**src/rtl/vending_pkg.sv**
```systemverilog
// Shared vending definitions: coin codes and coin acceptor FSM encodings.
// Imported by the coin acceptor and by the downstream vending FSM.
package vending_pkg;

    typedef enum logic [1:0] {
        COIN_NONE   = 2'b00,
        COIN_NICKEL = 2'b01,
        COIN_DIME   = 2'b10
    } coin_e;

    typedef enum logic [2:0] {
        StIdle,
        StSettle,
        StEmit,
        StReject,
        StRelease
    } coin_state_e;

    localparam int unsigned CntWidth = 4;

    // Increment that sticks at lim instead of wrapping.
    function automatic logic [CntWidth-1:0] sat_inc(input logic [CntWidth-1:0] v,
                                                    input logic [CntWidth-1:0] lim);
        return (v >= lim) ? lim : v + 4'd1;
    endfunction

endpackage

```
**src/rtl/sync2.sv**
```systemverilog
// Two-flop synchronizer for a single asynchronous level, cleared by reset.
module sync2 (
    input  logic clk,
    input  logic reset,
    input  logic d,
    output logic q
);

    logic meta_q;

    always_ff @(posedge clk or negedge reset) begin
        if (!reset) begin
            meta_q <= 1'b0;
            q      <= 1'b0;
        end else begin
            meta_q <= d;
            q      <= meta_q;
        end
    end

endmodule

```
**src/rtl/coin_acceptor.sv**
```systemverilog
// Debounces the nickel/dime slot sensors and emits one coin code per insertion,
// rejecting simultaneous or overlapping sensor activity.
module coin_acceptor
    import vending_pkg::*;
#(
    parameter int unsigned DEBOUNCE_CYCLES = 4
) (
    input  logic       clk,
    input  logic       reset,
    input  logic       nickel_in,
    input  logic       dime_in,
    input  logic       hold,
    output logic [1:0] coin,
    output logic       reject
);

    localparam logic [CntWidth-1:0] DebLim = CntWidth'(DEBOUNCE_CYCLES);

    logic s_n;
    logic s_d;

    sync2 u_sync_nickel (
        .clk   (clk),
        .reset (reset),
        .d     (nickel_in),
        .q     (s_n)
    );

    sync2 u_sync_dime (
        .clk   (clk),
        .reset (reset),
        .d     (dime_in),
        .q     (s_d)
    );

    coin_state_e         state_q, state_d;
    logic [CntWidth-1:0] cnt_q, cnt_d;
    coin_e               type_q, type_d;

    // Reset lands in release so a coin sitting in the slot is not counted.
    always_ff @(posedge clk or negedge reset) begin
        if (!reset) begin
            state_q <= StRelease;
            cnt_q   <= '0;
            type_q  <= COIN_NONE;
        end else begin
            state_q <= state_d;
            cnt_q   <= cnt_d;
            type_q  <= type_d;
        end
    end

    logic own_s;
    logic other_s;

    always_comb begin
        state_d = state_q;
        cnt_d   = cnt_q;
        type_d  = type_q;
        coin    = COIN_NONE;
        reject  = 1'b0;
        own_s   = (type_q == COIN_DIME) ? s_d : s_n;
        other_s = (type_q == COIN_DIME) ? s_n : s_d;

        unique case (state_q)
            StIdle: begin
                if (s_n && s_d) begin
                    state_d = StReject;
                end else if (s_n) begin
                    state_d = StSettle;
                    cnt_d   = 4'd1;
                    type_d  = COIN_NICKEL;
                end else if (s_d) begin
                    state_d = StSettle;
                    cnt_d   = 4'd1;
                    type_d  = COIN_DIME;
                end
            end
            StSettle: begin
                // The other sensor wins over the count: a mixed sample is never a coin.
                if (other_s) begin
                    state_d = StReject;
                end else if (!own_s) begin
                    state_d = StIdle;
                    cnt_d   = '0;
                end else begin
                    cnt_d = sat_inc(cnt_q, DebLim);
                    if (cnt_d == DebLim) begin
                        state_d = StEmit;
                    end
                end
            end
            StEmit: begin
                if (!hold) begin
                    coin    = type_q;
                    state_d = StRelease;
                    cnt_d   = '0;
                end
            end
            StReject: begin
                reject  = 1'b1;
                state_d = StRelease;
                cnt_d   = '0;
            end
            StRelease: begin
                if (s_n || s_d) begin
                    cnt_d = '0;
                end else begin
                    cnt_d = sat_inc(cnt_q, DebLim);
                    if (cnt_d == DebLim) begin
                        state_d = StIdle;
                        cnt_d   = '0;
                        type_d  = COIN_NONE;
                    end
                end
            end
            default: begin
                state_d = StRelease;
                cnt_d   = '0;
                type_d  = COIN_NONE;
            end
        endcase
    end

endmodule

```
**config.mk**
```make
export PLATFORM = sky130hd
export DESIGN_NAME = coin_acceptor
export DESIGN_NICKNAME = d
export VERILOG_FILES = /design/src/rtl/vending_pkg.sv /design/src/rtl/sync2.sv /design/src/rtl/coin_acceptor.sv
export SDC_FILE = /design/constraint.sdc
export NUM_CORES = 1
export LEC_CHECK = 0
export BUFFER_PORTS_ARGS = -buffer_cell sky130_fd_sc_hd__clkbuf_2
export CAP_MARGIN = 20
export CORE_MARGIN = 2
export CORE_UTILIZATION = 50
export DETAILED_ROUTE_END_ITERATION = 8
export PLACE_DENSITY = 0.69
export SLEW_MARGIN = 40
export SYNTH_ARGS = -nofsm -noshare
export SYNTH_HDL_FRONTEND = slang
export SYNTH_SLANG_ARGS = --single-unit
export TNS_END_PERCENT = 100
```
**constraint.sdc**
```tcl
create_clock -name clk -period 4.4 [get_ports clk]
set_input_delay 0.88 -clock clk [delete_from_list [all_inputs] [get_ports clk]]
set_output_delay 0.88 -clock clk [all_outputs]
set_load 0.005 [all_outputs]
```
# After elaboration in Yosys (flattened, before gate mapping)
# Index checks and enable logic that the tools add are counted.
# word_totals
wordCells	62
in_bits	5
out_inout_bits	3
register_bits	13
# op_classes
order_cmp	1
mux	31
eq_ne	14
n_reduce_logical	7
addsub	1
n_bitwise	1
# op_table
cell	n
two-way mux 4 bit	9
two-way mux 3 bit	9
case mux 4 bit (4 select lines)	1
two-way mux 2 bit	7
case mux 3 bit (4 select lines)	1
!= test 2 bit (second input constant)	5
AND reduction 5 bit	2
== test 3 x 2 -> 1 bit (second input constant)	2
case mux 2 bit (3 select lines)	1
adder 4 x 1 -> 4 bit (second input constant)	1
== test 4 x 3 -> 1 bit (second input constant)	1
>= comparator 4 x 3 -> 1 bit (second input constant)	1
!= test 4 x 2 -> 1 bit (second input constant)	1
!= test 4 bit (second input constant)	1
AND reduction 4 bit	1
== test 3 x 1 -> 1 bit (second input constant)	1
== test 3 bit (second input constant)	1
logical NOT 3 bit	1
two-way mux 1 bit	3
!= test 3 x 1 -> 1 bit (second input constant)	1
OR reduction 3 bit	1
== test 2 bit (second input constant)	1
logical AND 1 bit	1
logical OR 1 bit	1
NOT 1 bit	1

# Depth between registers and ports, before layout
# depth
word_depth	7
depth_mapped	6
mapped_depth_nobuf	5

# Hierarchy
# From an unflattened synthesis, not the netlist that was laid out.
# unflattened
cells_unflattened	88
area_unflattened_um2	760.7
# by_module_without_submodules
mod	area_per_inst_um2	seq_area_each_um2	cells_per_inst	n_inst
coin_acceptor	660.6	226.5	84	1
sync2	50.0	50.0	2	2

# Worst setup path after synthesis
# No wires, ideal clock.
# synth_path
path_kind	input -> output
from	input hold
to	output coin[0]
cell_stages	1
path_slack_ns	2.317
t_arrival_ns	1.203
n_path_buf	0
required_time_ns	3.520
cell_sequence	nor4b_1
# synth_between
elab_chain_cells	2
# synth_rtl
element	line	source
from (decl)	coin_acceptor.sv:12	input logic hold,
two-way mux 2 bit	coin_acceptor.sv:94	if (!hold) begin
two-way mux 2 bit	coin_acceptor.sv:65	unique case (state_q)
to (decl)	coin_acceptor.sv:13	output logic [1:0] coin,
# Every way passes these cells.

# Final worst setup path
# Same ends and word-level chain as after synthesis.

==> impl_metrics.env <==
export IMPL_layout_commonest_cell="dfrtp_1"
export IMPL_drive_gt1_share_pct=13.83
export IMPL_final_cell_mix="12 x dfrtp_1, 7 x nor2_1, 7 x a21oi_1, 7 x clkbuf_2, 6 x nand2_1"
export IMPL_antenna_left=0
export IMPL_synth_flop_cell="dfrtp_1"
export IMPL_setup_viol_count_final=0
export IMPL_routedWlPerCell_um=15.57
export IMPL_worst_pin_slew_ps=535.7
export IMPL_antenna_found_initial=0
export IMPL_initial_utilization_pct=53.90
export IMPL_io_pins=8
export IMPL_finalHoldViolations=0
export IMPL_grt_start_max_net_pins=19
export IMPL_critical_path_required_ps=3520
export IMPL_synth_area_per_cell_sq_um=9.023
export IMPL_cpMaxStageDelayCell="nor4b_1"
export IMPL_synth_cell_types=38
export IMPL_vias=711
export IMPL_num_rows=14
export IMPL_min_path_type="register to register"
export IMPL_grt_usage_pct=20.26
export IMPL_io_buffers=7
export IMPL_status="finished clean"
export IMPL_layout_nets=101
export IMPL_diodes=0
export IMPL_gp_congestion=0.8038
export IMPL_hpwl_um=1166
export IMPL_cp_max_fo=4
export IMPL_clk_pin_slew_ps=70
export IMPL_setup_worst_path_end="coin[0]"
export IMPL_viasPerCell=6.464
export IMPL_fin_cells=110
export IMPL_cp_slowest_stage_delay_ps=270
export IMPL_synth_fp_nets=96
export IMPL_insertion_delay_ps=270
export IMPL_startpoint="hold"
export IMPL_finalWirelength_um=1713
export IMPL_drv_slew=0
export IMPL_cts_buffers=3
export IMPL_crit_type="primary input to output pin"
export IMPL_powerDensity_nw_per_um2=382.0
export IMPL_ff2ff_path_depth=4
export IMPL_regToRegStartpoint="u_sync_nickel.q$_DFF_PN0_"
export IMPL_place_ws_ps=2104
export IMPL_maxCapViolCount=0
export IMPL_ys_seq_area_share_pct=40.22
export IMPL_fin_crit_ps=2299
export IMPL_cts_sinks=13
export IMPL_fin_skew_ps=15.50
export IMPL_drcViolationCount=0
export IMPL_synth_edf_count=0
export IMPL_cts_tree="yes"
export IMPL_synth_cell_area_sq_um=812.0
export IMPL_power_leakage_nw=0.4147
export IMPL_area_growth_pct=5.547
export IMPL_synthArstFlopShare_pct=100.0
export IMPL_die_y_um=44.30
export IMPL_path_cells="clkbuf_2, nor4b_1, clkbuf_2"
export IMPL_r2r_end="cnt_q[0]$_DFFE_PN0P_"
export IMPL_ys_ff_latch=13
export IMPL_syn_inst=90
export IMPL_die_area_sq_um=1962
export IMPL_ys_warn_count=0
export IMPL_first_pass_iters=4
export IMPL_htree_levels=1
export IMPL_worstSetupEndpointType="output pin"
export IMPL_cts_buffer_depth=2
export IMPL_timing_max_slew_rel_slack_pct=64.29
export IMPL_crit_path_start_kind="primary input"
export IMPL_clock_fmax_mhz=434.9
export IMPL_tns_ps=0
export IMPL_cts_hold_buf=0
export IMPL_cts_root_buf="clkbuf_4"
export IMPL_placed_cell_area_sq_um=830.8
export IMPL_cpMostUsedCell="clkbuf_2"
export IMPL_finalCritPeriodShare_pct=52.26
export IMPL_core_region_area_sq_um=1506
export IMPL_first_global_vias=630
export IMPL_r2r_setup_slack_ps=2460
export IMPL_cts_setup_buffers=0
export IMPL_drtIter0Drc=37
export IMPL_irDropWorstVdd_mv=0.1980
export IMPL_die_width_um=44.30
export IMPL_cts_resized=0
export IMPL_globalRouteOverflowTotal=0
export IMPL_dp_cells=106
export IMPL_worst_slack_ps=2101
export IMPL_rsz0062_at_grt="false"
export IMPL_hold_ws_ps=349.0
export IMPL_arrival_ps=1420
export IMPL_grt_pass1_wl_um=2891
export IMPL_fin_area_sq_um=857.1
## synth_stat cells (2+ instances only)
| cell type | number | share of area [%] |
|---|---|---|
| inv_1 | 4 | 1.8 |
| mux2_1 | 2 | 2.8 |
| nor2_1 | 7 | 3.2 |
| o32ai_1 | 2 | 2.2 |
| o211a_1 | 2 | 2.5 |
| nand2_1 | 6 | 2.8 |
| nor4b_1 | 2 | 2.2 |
| nand4_1 | 2 | 1.5 |
| a311o_1 | 2 | 2.5 |
| a32oi_1 | 2 | 2.2 |
| buf_2 | 2 | 1.2 |
| nand3b_1 | 2 | 1.8 |
| a21oi_1 | 7 | 4.3 |
| dfrtp_1 | 12 | 37 |
| nor3_1 | 2 | 1.2 |
| nand3_1 | 5 | 3.1 |
| o21ai_0 | 4 | 2.5 |
| o211ai_1 | 2 | 1.8 |
| clkbuf_1 | 4 | 1.8 |
## flip-flops by register name, indices dropped and copies added (netlist names)
name,flops
cnt_q,4
state_q,3
type_q,2
u_sync_dime.meta_q,1
u_sync_dime.q,1
u_sync_nickel.meta_q,1
u_sync_nickel.q,1
## metrics by stage
step                util (%)  total power (W)
finish                 56.89        0.0003274
global route           56.89        0.0003506
CTS                    56.89        0.0003279
detailed placement     55.15        0.0002533
global placement       55.15        0.0002514
floorplan                  -        0.0002331
## power breakdown
part           internal (W)  switching [W]
combinational     0.0000417      0.0000512
clock             0.0000351      0.0000375
sequential         0.000135      0.0000271
## metal layers
metal  GRT usage [%]  part of all wire, %
met1           28.42                   48
met2           30.00                   45
met3           4.898                  6.2
met4           8.485                 0.82
met5               0                    0
## cells by family (layout without fill, tap and decap cells)
group	after synthesis	in the layout	share of synthesized area, %
compound gates	27	27	23.88
fa+ha+maj	1	1	1.541
buf+inv	11	15	6.316
flops	13	13	40.22
mux	3	3	4.006
simple gates	35	35	24.04
## how the worst min path moves through the flow
stage	start	end	slack (ps)	cells after the start
after floorplan	u_sync_dime.meta_q$_DFF_PN0_	u_sync_dime.q$_DFF_PN0_	330	0
after global placement	u_sync_nickel.meta_q$_DFF_PN0_	u_sync_nickel.q$_DFF_PN0_	330	0
after detailed placement	u_sync_dime.meta_q$_DFF_PN0_	u_sync_dime.q$_DFF_PN0_	340	0
after CTS	u_sync_dime.meta_q$_DFF_PN0_	u_sync_dime.q$_DFF_PN0_	350	0
after global routing	u_sync_nickel.meta_q$_DFF_PN0_	u_sync_nickel.q$_DFF_PN0_	360	0
final	u_sync_nickel.meta_q$_DFF_PN0_	u_sync_nickel.q$_DFF_PN0_	350	0
## final cells by class
cell class,count,area (sq um)
fillers,148,649.4
multi-input cells,66,434.2
flip-flops and latches,13,326.6
repair buffers,7,35.03
clock buffers,4,26.28
well taps,16,20.02
inverters,4,15.01
## worst max-delay path: cells and delay by family
kind	cells	cell delay [ps]
buf+inv	2	270
simple gates	1	270
Note: power is estimated with default switching activity, not from simulation.
